## config.mk

```make
export PLATFORM = sky130hd
export DESIGN_NAME = feature_loader_ctrl
export DESIGN_NICKNAME = d
export VERILOG_FILES = /design/src/rtl/feature_loader_ctrl.sv
export SDC_FILE = /design/constraint.sdc
export NUM_CORES = 1
export LEC_CHECK = 0
export CAP_MARGIN = 20
export CORE_AREA = 2 2 220 222
export CTS_CLUSTER_DIAMETER = 150
export DETAILED_ROUTE_END_ITERATION = 12
export DIE_AREA = 0 0 222 224
export SETUP_SLACK_MARGIN = 0.2
export SYNTH_ARGS = -nofsm -noshare
export SYNTH_HDL_FRONTEND = slang
export SYNTH_SLANG_ARGS = --single-unit
```

## constraint.sdc

```tcl
create_clock -name clk -period 14.4 [get_ports clk]
set_clock_uncertainty 0.15 [all_clocks]
set_input_delay 2.88 -clock clk [delete_from_list [all_inputs] [get_ports clk]]
set_output_delay 2.88 -clock clk [all_outputs]
set_load 0.03 [all_outputs]
```

## src/rtl/feature_loader_ctrl.sv

```systemverilog
// feature_loader_ctrl: fills the feature loader staging register from activation
// memory, one memory word per beat, then holds features_valid_o until consumed.
module feature_loader_ctrl #(
  parameter int unsigned inputWidth   = 256,
  parameter int unsigned addrWidth    = 8,
  parameter int unsigned elementWidth = 8,
  parameter int unsigned numElements  = 128,
  parameter int unsigned memAddrWidth = 16
) (
  input  logic                    clk,
  input  logic                    rst,
  input  logic                    start_i,
  input  logic [memAddrWidth-1:0] base_addr_i,
  input  logic [addrWidth-1:0]    num_elements_i,
  output logic                    busy_o,
  output logic                    err_o,
  output logic                    mem_req_o,
  output logic [memAddrWidth-1:0] mem_addr_o,
  input  logic                    mem_gnt_i,
  input  logic                    mem_rvalid_i,
  input  logic [inputWidth-1:0]   mem_rdata_i,
  output logic                    fl_wr_en_o,
  output logic [addrWidth-1:0]    fl_addr_o,
  output logic [inputWidth-1:0]   fl_data_o,
  output logic                    features_valid_o,
  input  logic                    consume_i
);

  localparam int unsigned EPW = inputWidth / elementWidth;
  // One extra bit so element counts and offsets never overflow in intermediate math.
  localparam int unsigned CW  = addrWidth + 1;

  typedef enum logic [1:0] {IDLE, FETCH, DRAIN, READY} state_t;

  state_t                  state_q, state_d;
  logic [memAddrWidth-1:0] base_q;
  logic [CW-1:0]           n_q, beats_q, issued_q, returned_q;
  logic                    err_q, wr_en_q;
  logic [addrWidth-1:0]    fl_addr_q;
  logic [inputWidth-1:0]   fl_data_q;

  logic [CW-1:0]           n_ext, cmd_beats, ret_base, lanes_left;
  logic                    cmd_ok, accept, reject;
  logic                    grant, last_grant, take_ret, last_ret;
  logic [inputWidth-1:0]   masked_data;

  // Command decode, request/return bookkeeping and final-beat lane masking.
  always_comb begin
    n_ext      = CW'(num_elements_i);
    cmd_ok     = (n_ext != '0) && (n_ext <= CW'(numElements));
    cmd_beats  = (n_ext + CW'(EPW - 1)) / CW'(EPW);
    accept     = (state_q == IDLE) && start_i && cmd_ok;
    reject     = (state_q == IDLE) && start_i && !cmd_ok;
    grant      = (state_q == FETCH) && mem_gnt_i;
    last_grant = grant && ((issued_q + CW'(1)) == beats_q);
    take_ret   = mem_rvalid_i && ((state_q == FETCH) || (state_q == DRAIN));
    last_ret   = (returned_q + CW'(1)) == beats_q;
    ret_base   = returned_q * CW'(EPW);
    lanes_left = n_q - ret_base;
    masked_data = mem_rdata_i;
    for (int unsigned i = 0; i < EPW; i++) begin
      if (last_ret && (CW'(i) >= lanes_left)) begin
        masked_data[i*elementWidth +: elementWidth] = '0;
      end
    end
  end

  // Next-state logic.
  always_comb begin
    state_d = state_q;
    unique case (state_q)
      IDLE:  if (accept)                 state_d = FETCH;
      FETCH: if (last_grant)             state_d = DRAIN;
      DRAIN: if (returned_q == beats_q)  state_d = READY;
      READY: if (consume_i)              state_d = IDLE;
      default:                           state_d = IDLE;
    endcase
  end

  // State, counters and registered feature-loader write port.
  always_ff @(posedge clk or posedge rst) begin
    if (rst) begin
      state_q    <= IDLE;
      base_q     <= '0;
      n_q        <= '0;
      beats_q    <= '0;
      issued_q   <= '0;
      returned_q <= '0;
      err_q      <= 1'b0;
      wr_en_q    <= 1'b0;
      fl_addr_q  <= '0;
      fl_data_q  <= '0;
    end else begin
      state_q <= state_d;
      err_q   <= reject;
      if (accept) begin
        base_q     <= base_addr_i;
        n_q        <= n_ext;
        beats_q    <= cmd_beats;
        issued_q   <= '0;
        returned_q <= '0;
      end else begin
        if (grant)    issued_q   <= issued_q + CW'(1);
        if (take_ret) returned_q <= returned_q + CW'(1);
      end
      wr_en_q <= take_ret;
      if (take_ret) begin
        fl_addr_q <= addrWidth'(ret_base);
        fl_data_q <= masked_data;
      end
    end
  end

  assign busy_o           = (state_q == FETCH) || (state_q == DRAIN);
  assign mem_req_o        = (state_q == FETCH);
  assign mem_addr_o       = (state_q == FETCH) ? (base_q + memAddrWidth'(issued_q)) : '0;
  assign features_valid_o = (state_q == READY);
  assign err_o            = err_q;
  assign fl_wr_en_o       = wr_en_q;
  assign fl_addr_o        = fl_addr_q;
  assign fl_data_o        = fl_data_q;

endmodule
```

[Word level (Yosys, flattened, before mapping)]
Index checks and enable logic that the tools add are counted.
Word-level totals
  bits in registers: 309
  output and inout bits: 285
  input bits: 286
  word-level logic and storage cells: 146
Cells by class
  mux-type cells: 42
  $lt $le $gt $ge: 33
  $add $sub $neg: 5
  equal/unequal tests: 10
  reductions and logical operators: 46
Operators by type and width (count)
  $mux 8: 32
  $ge 5x9->1 const A: 16
  $ge 4x9->1 const A: 8
  $logic_and 1x1->1: 39
  $ge 3x9->1 const A: 4
  $mux 9: 4
  $eq 9x4->1: 3
  $add 9x1->9 const B: 2
  $ge 1x9->1 const A: 2
  $ge 2x9->1 const A: 2
  $add 16x9->16: 1
  $mux 16: 1
  $add 8x5->9 const B: 1
  $sub 8x9->9: 1
  $le 8x8->1 const B: 1
  $mux 2: 4
  $pmux 2 s4: 1
  $reduce_bool 8->1: 1
  $eq 2x2->1 const B: 2
  $ne 2x1->1 const B: 2
  $ne 2x2->1 const B: 2
  $reduce_and 4->1: 1
  $reduce_bool 2->1: 2
  $eq 2x1->1 const B: 1
  3 further kinds: 3

[Longest topological paths before layout]
  depth after elaboration: 5
  depth in mapped cells: 12
  mapped depth without buffers: 10

[Worst setup path after synthesis]
No wires, ideal clock.
  path type: register to output
  start point: reg issued_q[0]
  end point: out mem_addr_o[12]
  required time: 11.370 ns
  cell stages (with the launch flop): 9
  slack: 8.686 ns
  arrival time: 2.684 ns
  path through: dfrtp_1 ha_1 fa_1 a21o_1 a21oi_1 o21ai_0 a221oi_1 mux2i_1 a311o_1
On the way
  longest elaborated chain between the ends: 2
Ends and longest elaborated chain
  start: declaration: line 37  | logic [CW-1:0] n_q, beats_q, issued_q, returned_q;
  start signal: assignment: line 103  | if (grant) issued_q <= issued_q + CW'(1);
  $add 16x9->16: line 116  | assign mem_addr_o = (state_q == FETCH) ? (base_q + memAddrWidth'(issued_q)) : '0;
  $mux 16: line 116
  end: declaration: line 18  | output logic [memAddrWidth-1:0] mem_addr_o,
No other way between the ends.

[Worst setup path in the final report]
Ends and elaborated chain as after synthesis.

==> impl_results.md <==
* Status: completed
* Clock Path Buffers at 3
* Ys flop type: dfrtp_1
* Chip width at 222 um
* Worst path top cell family by delay: compound AO/OA/AOI/OAI gates
* Vias/cell at 4.80
* Placed Instances at 2561
* Placer Congestion at 0.813
* Pwr/cell area at 258 mW/mm2
* Gr usage total at 19.8%
* Worst vdd ir at 0.000117 V
* Ports at 571
* ANT nets after route at 0
* CP Launch Type: register
* Critical path fanouts, max at 6
* Core area at 0.0473 mm2
* R2R Setup Slk at 10570 ps
* Pin slew with the least headroom to its limit at 1090 ps
* Yosys reg bits at 309
* Synthesized instance count at 1454
* Post-synth EDFFs at 0
* Clock sink count at 309
* Htree depth at 2
* Worst Setup EP: mem_addr_o[12]
* Initial antenna violation count at 1
* CTS Hold Bufs at 0
* CP peak stage delay at 690 ps
* First-pass GRT wire length at 76400 um
* Synth warn at 0
* Rel. slew slack at 27.2%
* Fraction of layout cells with a size suffix above 1 at 6.45%
* Register area share after synthesis at 55.1%
* Worst skew pair latency at 540 ps
* Levels on crit path at 9
* Finished Core Util at 45.3%
* Worst setup EP type: primary output
* Die height at 224 um
* Largest net degree at the start of global routing at 134
* Worst Setup Path Type: register to primary output
* Most frequent cells in the layout: clkdlybuf4s50_1, nand2_1, dfrtp_1, a21oi_1, mux2i_1
* CTS buffer count at 37
* TritonRoute pass-1 iters at 5
* Reg2Reg Depth at 10
* Async SR Flop Fraction at 100%
* Post-DP HPWL at 36300 um
* Non-filler cells, final at 2630
* Slew Limit Fails at 0
* Number of global-route vias before repair at 12600
* Worst EP required at 11370 ps
* Worst path bufs/invs at 1
* Setup TNS at 0 ps
* Crit path arrival time at 4020 ps
* Port bufs at 565
* DRT iter0 DRCs at 705
* DIE AREA at 0.0497 mm2
* Starting Density at 29.6%
* Worst setup margin at 7350 ps
* Mapped cell area at 0.0140 mm2
* Fmax at 0.142 GHz
* Average size of a mapped cell at 9.65 um2
* LEAKAGE at 9.02 nW
* Final period util at 48.9%
* Yosys cell types at 66
* Drt total wl at 50600 um
* Post-route minimum period at 7050 ps
* DR WL/cell at 19.3 um
* Critical R2R Capture: fl_data_o[229]
* CTS tree: built
* Clock slew at reported path FFs at 60 ps
* Max_cap viols at 0
* Row cnt at 80
* Root buffer cell: clkbuf_16
* CP startpoint: issued_q[0]
* Min-delay worst type: register to register
* Cell Chain, Critical Path: ha_1 -> fa_1 -> a21o_1 -> a21oi_1 -> o21ai_0 -> a221oi_1 -> mux2i_1 -> a311o_1 -> clkdlybuf4s50_1
* Final setup vio count at 0
* Vias at 12600
* DR DRC count at 0
* Commonest non-fill, non-tap cell in the layout: clkdlybuf4s50_1
* Reg2reg start: returned_q[0]
* RSZ-0062 raised after global routing: no
* Area grow syn2layout at 53.0%
* Total gr overflow at 0
* Worst path slowest cell: a221oi_1
* Post-cts sizing count at 0
* Post-CTS Setup Inserts at 0
* Hold Fails Final Rpt at 0
* Layout net count at 2292
* Post-placement setup slack at 7900 ps
## cell type report
cell class                 instances  area [um2]
fill                            4581       25900
sequential                       309        7730
multi-input combinational       1043        5890
timing repair buffer             579        5760
clock buffer                      54        1080
tap                              615         769
clock inverter                    14         155
inverter                          15        71.3
antenna                            1        2.50
## worst min-delay path by stage
| stage | start | to | slack, ps | cells past startpoint |
|---|---|---|---|---|
| 6_report | fl_data_o[255] | fl_data_o[255] | 320 | 2 |
| 5_1_grt | fl_data_o[253] | fl_data_o[253] | 340 | 2 |
| 4_1_cts | fl_data_o[255] | fl_data_o[255] | 330 | 2 |
| 3_5_place_dp | fl_data_o[255] | fl_data_o[255] | 310 | 2 |
| 3_3_place_gp | fl_data_o[253] | fl_data_o[253] | 310 | 2 |
| 2_1_floorplan | base_q[0] | base_q[0] | 340 | 1 |
## state kept, by name, summed over array words and instances (netlist names)
register    flops
base_q         16
beats_q         4
err_o           1
fl_addr_o       3
fl_data_o     256
fl_wr_en_o      1
issued_q        9
n_q             8
returned_q      9
state_q         2
## synth_stat cells (all sizes together) (3+ instances only)
cell type  instances  share of area (%)
a211oi             6               0.55
a21boi             3               0.16
a21o               4               0.21
a21oi            251                9.0
a311oi             3               0.40
and2              12               0.54
and3               5               0.22
buf               20               0.94
clkbuf            71                1.9
dfrtp            309                 55
ha                19                1.7
inv               15               0.40
mux2              23                1.8
mux2i             67                4.8
nand2            407                 11
nand3             20               0.71
nand4             10               0.45
nand4b             5               0.31
nor2              60                1.7
nor2b             11               0.49
nor3              28                1.7
o21ai             20               0.71
or3                5               0.22
xnor2             27                1.7
xor2              14               0.87
## tightest hold or removal path, cell delays in order (launching register included)
cell and delay, ps:
dfrtp_1 330, nand2_1 50, nand2_1 60
## layer usage
layer  vias to the layer above  global-route usage (%)  share of wire (%)  wire [um]
met5                         -                       0                  0          0
met4                         0                    6.54                2.8       1410
met3                        86                    6.31                7.8       3970
met2                       439                    32.9                 47      24000
met1                      6131                    24.3                 42      21200
li1                       5958                       -                  -          -
## kinds of logic (layout without fill, tap and decap cells)
group	after synthesis	count (layout)	synth area share, %
xor+xnor	41	41	2.56
compound gates	310	310	12.6
simple gates	576	576	17.8
fa+ha+maj	21	21	1.98
flops	309	309	55.1
buf+inv	106	662	3.24
mux	90	90	6.63
other cells	1	6	0.0267
## through the flow
stage                     power, mW  hold WS [ps]  area (um2)
after global routing           5.87           343       21500
after detailed placement       4.62           312       20200
after CTS                      5.61           327       21500
final                          5.54           324       21500
after global placement         4.56           309       20200
after floorplan                3.35           337       14000
## power by group
group          switching, mW  total (mW)  leakage [nW]  internal, mW
combinational           1.82        3.01          4.62          1.19
clock                  0.380       0.958         0.611         0.578
sequential             0.280        1.57          3.78          1.29
No activity file was read; power rests on OpenSTA's default activity.
